## config.mk

```make
export PLATFORM = sky130hd
export DESIGN_NAME = sim_timer_dev
export DESIGN_NICKNAME = d
export VERILOG_FILES = /design/src/rtl/sim_timer_dev_pkg.sv /design/src/rtl/sim_timer_dev_tick.sv /design/src/rtl/sim_timer_dev.sv
export SDC_FILE = /design/constraint.sdc
export NUM_CORES = 1
export LEC_CHECK = 0
export ABC_CLOCK_PERIOD_IN_PS = 3300
export CAP_MARGIN = 20
export CORE_MARGIN = 2
export CORE_UTILIZATION = 33
export DETAILED_ROUTE_END_ITERATION = 10
export PLACE_DENSITY = 0.53
export SLEW_MARGIN = 5
export SYNTH_ARGS = -nofsm -noshare
export SYNTH_HDL_FRONTEND = slang
export SYNTH_SLANG_ARGS = --single-unit
```

## constraint.sdc

```tcl
create_clock -name clk_i -period 3.3 [get_ports clk_i]
set_clock_uncertainty 0.2 [all_clocks]
set_input_delay 0.33 -clock clk_i [delete_from_list [all_inputs] [get_ports clk_i]]
set_output_delay 0.33 -clock clk_i [all_outputs]
set_load 0.03 [all_outputs]
```

## src/rtl/sim_timer_dev_pkg.sv

```systemverilog
// Shared definitions for the simulation machine-timer device: register
// offsets inside the 1 kB window, CTRL bit positions and byte-enable merge.
package sim_timer_dev_pkg;

    typedef enum logic [9:0] {
        OFF_MTIME_LO    = 10'h000,
        OFF_MTIME_HI    = 10'h004,
        OFF_MTIMECMP_LO = 10'h008,
        OFF_MTIMECMP_HI = 10'h00C,
        OFF_PRESCALE    = 10'h010,
        OFF_CTRL        = 10'h014
    } reg_off_e;

    localparam int CTRL_EN_BIT = 0;

    // Replace the bytes of old_word selected by be with those of new_word.
    function automatic logic [31:0] apply_be(input logic [31:0] old_word,
                                             input logic [31:0] new_word,
                                             input logic [3:0]  be);
        logic [31:0] res;
        for (int i = 0; i < 4; i++) begin
            res[8*i +: 8] = be[i] ? new_word[8*i +: 8] : old_word[8*i +: 8];
        end
        return res;
    endfunction

endpackage

```

## src/rtl/sim_timer_dev_tick.sv

```systemverilog
// Prescaler: counts enabled cycles and emits a one-cycle tick whenever the
// count reaches the prescale limit, so mtime advances every prescale+1 cycles.
module sim_timer_dev_tick
    import sim_timer_dev_pkg::*;
#(
    parameter int unsigned PrescaleWidth = 16
) (
    input  logic                     clk_i,
    input  logic                     rst_ni,
    input  logic                     en_i,
    input  logic [PrescaleWidth-1:0] prescale_i,
    input  logic                     clr_i,
    output logic                     tick_o
);

    logic [PrescaleWidth-1:0] cnt;
    logic                     at_limit;

    assign at_limit = (cnt == prescale_i);
    // A prescale write restarts the period, so no tick is issued in that cycle.
    assign tick_o   = en_i && !clr_i && at_limit;

    // Count enabled cycles, wrapping to zero on the tick; hold while disabled.
    always_ff @(posedge clk_i or negedge rst_ni) begin
        if (!rst_ni) begin
            cnt <= '0;
        end else if (clr_i) begin
            cnt <= '0;
        end else if (en_i) begin
            cnt <= at_limit ? '0 : cnt + PrescaleWidth'(1);
        end
    end

endmodule

```

## src/rtl/sim_timer_dev.sv

```systemverilog
// Memory-mapped machine timer for the simulation bus: 64-bit mtime with
// prescaler, mtimecmp compare and a registered level interrupt.
module sim_timer_dev
    import sim_timer_dev_pkg::*;
#(
    parameter int unsigned          TimeWidth     = 64,
    parameter int unsigned          PrescaleWidth = 16,
    parameter logic [TimeWidth-1:0] CmpResetVal   = '1
) (
    input  logic        clk_i,
    input  logic        rst_ni,
    input  logic        dev_req_i,
    input  logic        dev_we_i,
    input  logic [31:0] dev_addr_i,
    input  logic [3:0]  dev_be_i,
    input  logic [31:0] dev_wdata_i,
    output logic        dev_rvalid_o,
    output logic [31:0] dev_rdata_o,
    output logic        dev_err_o,
    output logic        timer_irq_o
);

    localparam int unsigned HiWidth = TimeWidth - 32;

    logic [TimeWidth-1:0]     mtime;
    logic [TimeWidth-1:0]     mtimecmp;
    logic [HiWidth-1:0]       hi_shadow;
    logic [PrescaleWidth-1:0] prescale;
    logic                     ctrl_en;
    logic                     tick;

    logic [9:0]  off;
    logic        hit;
    logic        rd_act;
    logic        wr_act;
    logic [31:0] rd_word;
    logic [31:0] old_word;
    logic [31:0] wmerge;
    logic        wr_mtime_lo, wr_mtime_hi, wr_cmp_lo, wr_cmp_hi, wr_prescale, wr_ctrl;

    logic        vld_p1;
    logic        err_p1;
    logic [31:0] rdata_p1;
    logic        irq_p1;

    logic        unused_bits;

    assign off = dev_addr_i[9:0];

    // Decode the offset: read value (HI word comes from the shadow) and the
    // current live word used as the base for byte-granular writes.
    always_comb begin
        hit      = 1'b0;
        rd_word  = '0;
        old_word = '0;
        case (off)
            OFF_MTIME_LO: begin
                hit      = 1'b1;
                rd_word  = mtime[31:0];
                old_word = mtime[31:0];
            end
            OFF_MTIME_HI: begin
                hit      = 1'b1;
                rd_word  = 32'(hi_shadow);
                old_word = 32'(mtime[TimeWidth-1:32]);
            end
            OFF_MTIMECMP_LO: begin
                hit      = 1'b1;
                rd_word  = mtimecmp[31:0];
                old_word = mtimecmp[31:0];
            end
            OFF_MTIMECMP_HI: begin
                hit      = 1'b1;
                rd_word  = 32'(mtimecmp[TimeWidth-1:32]);
                old_word = 32'(mtimecmp[TimeWidth-1:32]);
            end
            OFF_PRESCALE: begin
                hit      = 1'b1;
                rd_word  = 32'(prescale);
                old_word = 32'(prescale);
            end
            OFF_CTRL: begin
                hit      = 1'b1;
                rd_word  = {31'b0, ctrl_en};
                old_word = {31'b0, ctrl_en};
            end
            default: ;
        endcase
    end

    assign wmerge = apply_be(old_word, dev_wdata_i, dev_be_i);

    // A write with no byte enabled touches nothing, not even the prescaler.
    assign wr_act = dev_req_i && dev_we_i && hit && (|dev_be_i);
    assign rd_act = dev_req_i && !dev_we_i && hit;

    assign wr_mtime_lo = wr_act && (off == OFF_MTIME_LO);
    assign wr_mtime_hi = wr_act && (off == OFF_MTIME_HI);
    assign wr_cmp_lo   = wr_act && (off == OFF_MTIMECMP_LO);
    assign wr_cmp_hi   = wr_act && (off == OFF_MTIMECMP_HI);
    assign wr_prescale = wr_act && (off == OFF_PRESCALE);
    assign wr_ctrl     = wr_act && (off == OFF_CTRL);

    // Upper address bits are outside the decoded window; unimplemented
    // write-data bits of narrow registers are dropped.
    assign unused_bits = ^{dev_addr_i[31:10], wmerge};

    sim_timer_dev_tick #(
        .PrescaleWidth(PrescaleWidth)
    ) u_tick (
        .clk_i     (clk_i),
        .rst_ni    (rst_ni),
        .en_i      (ctrl_en),
        .prescale_i(prescale),
        .clr_i     (wr_prescale),
        .tick_o    (tick)
    );

    // Register file: bus writes to mtime take priority over the tick, and a
    // LO read snapshots the upper half for a later coherent HI read.
    always_ff @(posedge clk_i or negedge rst_ni) begin
        if (!rst_ni) begin
            mtime     <= '0;
            mtimecmp  <= CmpResetVal;
            prescale  <= '0;
            ctrl_en   <= 1'b0;
            hi_shadow <= '0;
        end else begin
            if (wr_mtime_lo) begin
                mtime[31:0] <= wmerge;
            end else if (wr_mtime_hi) begin
                mtime[TimeWidth-1:32] <= wmerge[HiWidth-1:0];
            end else if (tick) begin
                mtime <= mtime + TimeWidth'(1);
            end
            if (wr_cmp_lo) begin
                mtimecmp[31:0] <= wmerge;
            end
            if (wr_cmp_hi) begin
                mtimecmp[TimeWidth-1:32] <= wmerge[HiWidth-1:0];
            end
            if (wr_prescale) begin
                prescale <= wmerge[PrescaleWidth-1:0];
            end
            if (wr_ctrl) begin
                ctrl_en <= wmerge[CTRL_EN_BIT];
            end
            if (rd_act && (off == OFF_MTIME_LO)) begin
                hi_shadow <= mtime[TimeWidth-1:32];
            end
        end
    end

    // ---- stage p1: bus response, one cycle after every request ----
    // Respond to each request next cycle; rdata is zero for writes and errors.
    always_ff @(posedge clk_i or negedge rst_ni) begin
        if (!rst_ni) begin
            vld_p1   <= 1'b0;
            err_p1   <= 1'b0;
            rdata_p1 <= '0;
        end else begin
            vld_p1   <= dev_req_i;
            err_p1   <= dev_req_i && !hit;
            rdata_p1 <= rd_act ? rd_word : '0;
        end
    end

    // Registered unsigned compare of the current mtime against mtimecmp.
    always_ff @(posedge clk_i or negedge rst_ni) begin
        if (!rst_ni) begin
            irq_p1 <= 1'b0;
        end else begin
            irq_p1 <= (mtime >= mtimecmp);
        end
    end

    assign dev_rvalid_o = vld_p1;
    assign dev_err_o    = err_p1;
    assign dev_rdata_o  = rdata_p1;
    assign timer_irq_o  = irq_p1;

endmodule

```

==> flow_summary_export.csv, run 1 <==
group,metric,value,unit
run_status,status,"completed",
clock_tree,cts_setup_buffers,0,
synth,synth_top_cell_by_area,"dfrtp_1",
grt,grt_antenna_before_repair,2,
critical_path,end_kind,"flip-flop",
critical_path,cp_common_cell,"buf_4",
grt,grt_pass1_wl,73750,um
synth,synth.top_cells.by_area,"dfrtp_1 30%, dfstp_2 12%, ha_1 6.1%",
critical_path,crit_required,3.56,ns
final_layout,area_delta_synth_final,26.96,%
critical_path,cpPeakStageDelay,0.46,ns
timing,slew_violations,0,
synth,synth_cells,1472,
timing,tns,0,ns
final_layout,stdcell_area,17200,um^2
power_and_ir_drop,pwr_density_cell,393.0,nW/um^2
placed_design,io_buffers,84,
synth,synth.cells.most_frequent,"202 x nand2_1, 164 x dfrtp_1, 152 x o21ai_0, 115 x a21oi_1, 82 x inv_1",
synth,synth_edf_count,0,
routing,wire_per_inst,21.30,um
synth,synth_area,13550,um^2
run,maxCapViolCount,0,
routing,drtIter0Drc,1183,
clock_tree,cts-resized-gates,0,
routing,drt-pass1-iter-count,5,
synth,synth_top_family_by_area,"compound AO/OA/AOI/OAI gates",
critical_path,path_delay_family,"simple AND/OR/NAND/NOR gates",
grt,grt_usage,22.62,%
critical_path,cp_max_fo,6,
synth,yosysMostFrequentCell,"nand2_1",
floorplanning,coreArea,40650,um^2
clock_tree,cts_sinks,228,
grt,grt_max_degree,85,
power_and_ir_drop,ir_worst_vdd,0.0003587,V
clock_tree,clk_pin_slew,0.06,ns
synth,synth_xor_area_share,3.296,%
timing,fin_crit_sh,90.51,%
critical_path,ff2ff_setup_slack,0.31,ns
routing,drc,0,
floorplanning,fp.dieW,206.6,um
synth,synth_top_flop_cell,"dfrtp_1",
power_and_ir_drop,power_switching,1.727,mW
critical_path,critPathKind,"flip-flop to flip-flop",
power_and_ir_drop,power.leakage,7.368,nW
synth,synth_fa_ha_area_share,6.094,%
clock_tree,clock_insertion_delay_worst_skew,0.59,ns
routing,num_vias,12302,
synth,ys_ff_latch,228,
power_and_ir_drop,seq_power_share,43.5,%
critical_path,path_depth,9,
routing,vias_per_cell,5.504,
final_layout,final_nets,1816,
power_and_ir_drop,internal_power,5.034,mW
synth,async_flop_share,100.0,%
synth,ys_warn_count,0,
power_and_ir_drop,p_clk_share,48.7,%
clock_tree,numCtsBuffers,29,
synth,synth.avg_cell_area,9.205,um^2
critical_path,startpoint,"mtime[11]",
clock_tree,cts_tree,"built",
hold_path,min_path_type,"input port to async pin",
timing,max_freq,334.8,MHz
placed_design,gp_congestion,0.9097,
critical_path,cpMaxStageDelayCell,"dfrtp_1",
clock_tree,cts-root-buf,"clkbuf_16",
synth,ys_seq_area_share,42.70,%
power_and_ir_drop,swShare,25.55,%
timing,rsz0062_at_grt,"false",
timing,relSlewSlack,35.32,%
placed_design,dp.final_hpwl,35860,um
routing,wirelength,47610,um
synth,yosysTopAreaCellShare,30.29,%
synth,synthSimpleGateAreaFrac,17.65,%
critical_path,reg2reg_depth,9,
critical_path,crit_buf_inv,2,
final_layout,drive_gt1_share,20.34,%
critical_path,path_cells,"and4_1 > nand4_2 > nor4b_4 > buf_4 > nand4_1 > buf_4 > nor4b_1 > a21o_1 > a21oi_1",
synth,syn_nets,1610,
power_and_ir_drop,combPwrFrac,7.8,%
floorplanning,die-area,42700,um^2
timing,finalHoldViolCount,0,
critical_path,r2r_start,"mtime[11]",
grt,first_global_vias,12143,
timing,finalSetupViolations,0,
floorplanning,row_count,74,
floorplanning,die_y,206.6,um
synth,synth_compound_area_share,19.88,%
placed_design,place_area,16200,um^2
synth,netlist-cell-type-count,87,
clock_tree,hold_buffers,1,
grt,grt_overflow,0,
floorplanning,ios,107,
floorplanning,start_util,33.34,%
synth,synthMuxAreaShare,5.383,%
critical_path,crit_arrival,3.25,ns
timing,period_minus_slack,2.987,ns
clock_tree,htree_levels,1,
critical_path,start_kind,"flip-flop",
routing,antenna_left,0,
timing,tightest_slew,0.9703,ns
clock_tree,cts.path.max_buffers,3,
per-layer routing:
layer | GRT usage (%) | share of wire (%)
met2 | 36.12 | 46
met1 | 32.35 | 46
met3 | 2.496 | 5.5
met5 | 0 | 0.019
met4 | 6.403 | 2.5
flip-flops by register name, indices dropped and copies added, names as in the netlist:
name and cells:
mtime 64, mtimecmp 64, dev_rdata_o 32, hi_shadow 32, prescale 16, u_tick.cnt 16
ctrl_en 1, dev_err_o 1, dev_rvalid_o 1, timer_irq_o 1
power by group through the flow:
stage / clock [mW] / sequential (mW) / combinational, mW
after floorplan: 0 / 2.96 / 0.239
after global placement: 0 / 2.98 / 0.523
after detailed placement: 0 / 2.98 / 0.527
after CTS: 3.36 / 2.94 / 0.531
after global routing: 3.47 / 2.95 / 0.582
final: 3.29 / 2.94 / 0.527
stage by stage:
stage	worst slack (ns)	util [%]	total power, mW	hold slack, ns	instances
2_1_floorplan	0.5507	-	3.204	-0.1656	1472
6_report	0.3131	42.33	6.761	0.1695	2235
3_3_place_gp	-0.1649	39.84	3.505	0.2090	2178
5_1_grt	0.1246	42.31	7.000	0.2047	2233
4_1_cts	0.3357	42.31	6.831	0.1712	2233
3_5_place_dp	-0.1598	39.84	3.512	0.2078	2178
final timing paths:
path,endpoint
setup reg to reg,mtime[37]
min in group clk_i,dev_rvalid_o
hold reg to reg,hi_shadow[3]
hold / removal,prescale[4]
max in group asynchronous,mtimecmp[47]
setup / recovery,mtime[37]
cells in the final DEF, fill, tap and decap left out, drive strengths merged, types with 35 or more instances in the layout:
cell type        n
a21oi          115
buf            174
clkbuf          40
clkdlybuf4s50   83
dfrtp          164
dfstp           64
ha              66
inv             83
mux2            35
nand2          203
nand4           41
nor2            61
o21ai          152
xor2            37
kinds of logic (layout without fill, tap and decap cells):
family                   count (synthesis)  in the layout
XOR/XNOR                                51             51
AO/OA/AOI/OAI                          432            432
adder cells (fa/ha/maj)                 66             66
flip-flops                             228            228
multiplexers                            61             61
buffers and inverters                  166            395
AND/OR/NAND/NOR                        468            468
other                                    0              2
area by class of cell:
type / count / area, um^2
Clock inverter: 14 / 145.1
Antenna cell: 2 / 5.005
Multi-Input combinational cell: 1078 / 7113
Fill cell: 3986 / 23440
Clock buffer: 40 / 848.3
Sequential cell: 228 / 5786
Tap cell: 532 / 665.6
Inverter: 83 / 311.5
Timing Repair Buffer: 258 / 2330
worst register-to-register path: cells and delay by family (launching register included):
kind,cells,cell delay [ns]
AO/OA/AOI/OAI,2,0.18
buffers and inverters,2,0.47
flip-flops,1,0.46
AND/OR/NAND/NOR,5,1.56
No activity file was read; power rests on OpenSTA's default activity.
==> run 2: changes to the inputs <==
- GPL_TIMING_DRIVEN: unset -> 0
==> flow_summary_export.csv, run 2 (same netlist as run 1, synthesis figures left out) <==
group,metric,value,unit
timing,finalSetupViolations,0,
floorplanning,ios,107,
floorplanning,fp.dieW,206.6,um
routing,wirelength,52950,um
timing,period_minus_slack,3.285,ns
final_layout,final_common_cell,"nand2_1",
floorplanning,coreArea,40650,um^2
placed_design,dp.final_hpwl,40130,um
final_layout,num_antenna_cells,0,
clock_tree,cts_tree,"built",
timing,max_freq,304.4,MHz
clock_tree,numCtsBuffers,28,
clock_tree,cts.path.max_buffers,3,
routing,num_vias,12310,
final_layout,instances_no_fill,2153,
power_and_ir_drop,power.leakage,6.761,nW
grt,first_global_vias,11901,
critical_path,critPathKind,"input port to flip-flop",
run,maxCapViolCount,0,
final_layout,final_nets,1737,
critical_path,reg2reg_depth,9,
routing,vias_per_cell,5.718,
placed_design,placed_cells,2093,
final_layout,area_delta_synth_final,19.80,%
critical_path,crit_arrival,3.55,ns
routing,antenna_left,0,
grt,grt_pass1_wl,78780,um
critical_path,cp_max_fo,10,
power_and_ir_drop,ir_worst_vdd,0.0003397,V
critical_path,ff2ff_setup_slack,0.12,ns
floorplanning,die_y,206.6,um
floorplanning,die-area,42700,um^2
final_layout,largestRegisters,"mtime: 64 flops, mtimecmp: 64 flops",
routing,drt-pass1-iter-count,8,
run_status,status,"completed",
final_layout,final_util,39.94,%
final_layout,layout_common_cells,"202 x nand2_1, 164 x dfrtp_1, 149 x o21ai_0, 112 x a21oi_1, 82 x inv_1",
timing,holdWs,0.1305,ns
critical_path,end_kind,"flip-flop",
timing,relSlewSlack,27.58,%
critical_path,crit_required,3.57,ns
placed_design,place_area,15150,um^2
clock_tree,clock_insertion_delay_worst_skew,0.58,ns
timing,slew_violations,0,
placed_design,io_buffers,83,
timing,fin_crit_sh,99.55,%
routing,wire_per_inst,24.59,um
hold_path,min_path_type,"input port to async pin",
grt,grt_max_degree,106,
clock_tree,cts-root-buf,"clkbuf_16",
critical_path,r2r_start,"u_tick.cnt[6]",
timing,finalHoldViolCount,0,
clock_tree,cts_sinks,228,
clock_tree,htree_levels,1,
power_and_ir_drop,pwr_density_cell,400.3,nW/um^2
final_layout,drive_gt1_share,13.88,%
floorplanning,start_util,33.34,%
critical_path,r2r-end,"mtime[57]",
clock_tree,clk_pin_slew,0.06,ns
timing,rsz0062_at_grt,"false",
routing,drc,0,
grt,grt_antenna_before_repair,6,
critical_path,start_kind,"input port",
timing,tightest_slew,1.086,ns
routing,drtIter0Drc,1371,
placed_design,gp_congestion,0.9442,
final_layout,stdcell_area,16230,um^2
grt,grt_usage,24.93,%
grt,grt_overflow,0,
power_and_ir_drop,total_power,6.498,mW
floorplanning,row_count,74,
-- run 2: changes by cell type in the layout (fill, tap and decap cells not counted), moves of 4 or more --
cell,before,now
buf_12,14,0
buf_2,0,20
buf_4,159,11
buf_6,0,4
clkbuf_1,4,54
clkbuf_2,0,6
clkbuf_4,0,6
clkinvlp_4,4,0
nor4_1,15,10
-- run 2: what timing repair did --
action | in CTS | in global routing
gates resized for setup | 20 | 28
buffers inserted | 6 | 1
pin swaps | 4 | 2
hold buffers | 2 | 0
endpoints found under the setup margin | 101 | 67
endpoints found under the hold margin | 170 | 0
-- run 2: metal layers --
layer / up-vias / track usage, % / share of wire, %
met5: - / 0 / 0
met4: 0 / 9.260 / 3.7
met3: 102 / 2.936 / 6.8
met2: 485 / 39.13 / 45
met1: 6109 / 35.25 / 44
li1: 5614 / - / -
-- run 2: how the worst max path moves through the flow --
| stage | endpoint | slack (ns) | cells after the start | from |
|---|---|---|---|---|
| after CTS | mtime[60] | 0.001 | 8 | u_tick.cnt[6] |
| after global routing | prescale[15] | 0.005 | 10 | dev_addr_i[7] |
| after global placement | dev_rdata_o[25] | -8.50 | 1 | rst_ni |
| after floorplan | hi_shadow[10] | 0.55 | 8 | dev_addr_i[9] |
| final | mtime[36] | 0.01 | 10 | dev_be_i[0] |
| after detailed placement | mtime[22] | -1.06 | 9 | dev_addr_i[3] |
-- run 2: per-stage QoR --
step | setup WS [ns] | TNS (ns)
detailed placement | -1.059 | -124.89
finish | 0.01498 | 0
floorplan | 0.5507 | 0
global placement | -8.502 | -1929.78
CTS | 0.001201 | 0
global route | 0.005079 | 0
-- run 2: layout make-up --
class                      count  area, um^2
fill                        4042       24410
clock buffer                  43       817.0
clock inverter                 9       62.56
timing repair buffer          98       991.0
sequential                   228        5786
multi-input combinational   1078        7206
tap                          532       665.6
buffer                        82       394.1
inverter                      83       311.5
-- run 2: critical path, stage by stage --
cell and delay (ns):
clkdlybuf4s50_1 0.51, or4_1 0.61, and3_1 0.21, buf_2 0.17, nand2_1 0.18, clkbuf_1 0.46, clkbuf_1 0.59, o21ai_0 0.21
a21oi_1 0.19, nor2_1 0.06
-- run 2: report_power, final --
part           switching, mW  internal [mW]
logic                  0.342          0.196
clock network           1.32           1.71
registers             0.0792           2.86
total                   1.74           4.76
==> run 3: changes to the inputs <==
- ABC_CLOCK_PERIOD_IN_PS: 3300 -> 4200
- PLACE_DENSITY: 0.53 -> 0.46
- clock period: 3.3 -> 4.2 ns (I/O delays scaled with it)
==> flow_summary_export.csv, run 3 (same netlist as run 1, synthesis figures left out) <==
group,metric,value,unit
critical_path,end_kind,"flip-flop",
timing,rsz0062_at_grt,"false",
clock_tree,clock_insertion_delay_worst_skew,0.59,ns
critical_path,cpMaxStageDelayCell,"clkdlybuf4s50_1",
power_and_ir_drop,ir_worst_vdd,0.0003518,V
critical_path,cp_max_fo,10,
timing,finalHoldViolCount,0,
placed_design,pre_cts_ws,-0.3248,ns
routing,drc,0,
grt,grt_usage,26.40,%
timing,max_freq,251.3,MHz
critical_path,reg2reg_depth,7,
clock_tree,htree_levels,1,
clock_tree,cts_tree,"built",
placed_design,gp_congestion,0.9303,
floorplanning,coreArea,40650,um^2
run_status,status,"completed",
final_layout,drive_gt1_share,12.67,%
clock_tree,clk_pin_slew,0.06,ns
run,maxCapViolCount,0,
critical_path,critPathKind,"input port to flip-flop",
critical_path,crit_arrival,4.19,ns
power_and_ir_drop,power.leakage,6.708,nW
final_layout,final_nets,1734,
timing,slew_violations,0,
critical_path,r2r_start,"u_tick.cnt[7]",
power_and_ir_drop,pwr_density_cell,323.8,nW/um^2
critical_path,endpoint,"mtime[22]",
critical_path,crit_required,4.42,ns
timing,period_minus_slack,3.979,ns
floorplanning,start_util,33.34,%
routing,antenna_left,0,
final_layout,final_common_cell,"nand2_1",
critical_path,startpoint,"dev_addr_i[2]",
critical_path,crit_buf_inv,4,
critical_path,start_kind,"input port",
critical_path,ff2ff_setup_slack,0.58,ns
critical_path,r2r-end,"mtime[43]",
final_layout,final_util,39.65,%
floorplanning,die-area,42700,um^2
timing,finalSetupViolations,0,
grt,grt_pass1_wl,82460,um
critical_path,cpPeakStageDelay,0.66,ns
floorplanning,ios,107,
grt,grt_antenna_before_repair,0,
routing,drtIter0Drc,1255,
final_layout,area_delta_synth_final,18.93,%
critical_path,cp_common_cell,"clkbuf_1",
grt,grt_max_degree,95,
routing,num_vias,12284,
critical_path,path_cells,"clkdlybuf4s50_1 > or4_1 > nor4_4 > buf_2 > nand2_1 > clkbuf_1 > clkbuf_1 > o211ai_1 > o21ai_0",
routing,wire_per_inst,25.76,um
floorplanning,fp.dieW,206.6,um
routing,vias_per_cell,5.711,
grt,first_global_vias,12188,
final_layout,largestRegisters,"mtime: 64 flops, mtimecmp: 64 flops",
clock_tree,cts_setup_buffers,0,
clock_tree,numCtsBuffers,29,
floorplanning,die_y,206.6,um
timing,tightest_slew,1.175,ns
clock_tree,cts-root-buf,"clkbuf_16",
hold_path,min_path_type,"input port to async pin",
final_layout,layout_common_cells,"202 x nand2_1, 164 x dfrtp_1, 151 x o21ai_0, 115 x a21oi_1",
final_layout,fillers,4151,
grt,grt_overflow,0,
critical_path,path_depth,9,
placed_design,io_buffers,83,
clock_tree,cts_sinks,228,
routing,drt-pass1-iter-count,5,
placed_design,dp.final_hpwl,42140,um
clock_tree,cts.path.max_buffers,3,
timing,fin_crit_sh,94.73,%
timing,relSlewSlack,21.69,%
floorplanning,row_count,74,
critical_path,path_delay_family,"buffers and inverters",
timing,setup_ws,0.2214,ns
routing,wirelength,55400,um
## run 3: final cells by class
| type | instances | area (um^2) | area share (%) |
|---|---|---|---|
| multi-input combinational | 1078 | 7103 | 44.08 |
| antenna | 1 | 2.502 | 0.01553 |
| inverter | 83 | 311.5 | 1.933 |
| timing repair buffer | 93 | 949.7 | 5.893 |
| clock buffer | 42 | 844.6 | 5.241 |
| tap | 532 | 665.6 | 4.130 |
| buffer | 83 | 367.9 | 2.283 |
| clock inverter | 11 | 85.08 | 0.5279 |
| sequential | 228 | 5786 | 35.90 |
## run 3: metal layers
| metal | global-route usage [%] | up-vias | share of wire (%) | wire (um) |
|---|---|---|---|---|
| met5 | 0 | - | 0 | 0 |
| met4 | 8.061 | 0 | 3.0 | 1657 |
| met3 | 4.317 | 89 | 7.1 | 3937 |
| met2 | 41.22 | 458 | 44 | 24490 |
| met1 | 37.42 | 6138 | 46 | 25320 |
| li1 | - | 5599 | - | - |
## run 3: how the worst min path moves through the flow
stage / start / endpoint
floorplan: rst_ni / ctrl_en
global placement: hi_shadow[16] / hi_shadow[16]
detailed placement: rst_ni / u_tick.cnt[7]
CTS: rst_ni / u_tick.cnt[8]
global route: rst_ni / u_tick.cnt[7]
finish: rst_ni / u_tick.cnt[8]
## run 3: power by group
part	leakage (nW)	internal [mW]	total (mW)	switching, mW
logic	3.37	0.152	0.408	0.257
registers	2.88	2.24	2.31	0.0656
clock network	0.461	1.44	2.50	1.05
## run 3: per-stage QoR
step | instances | hold WS [ns] | power, mW | setup TNS [ns] | cell area [um^2]
final | 2151 | 0.1383 | 5.218 | 0 | 16120
after global routing | 2150 | 0.1694 | 5.404 | 0 | 16110
after CTS | 2149 | 0.1510 | 5.268 | 0 | 16100
after detailed placement | 2095 | 0.1796 | 2.755 | -5.904 | 15160
after global placement | 2087 | 0.2655 | 2.743 | -1678.25 | 15050
after floorplan | 1472 | -0.07559 | 2.517 | 0 | 13550
## run 3: repair_timing
action / 4_1_cts / 5_1_grt
resized for setup: 0 / 2
endpoints found under the setup margin: 0 / 1
hold buffers: 1 / 0
hold endpoints to repair: 52 / 0
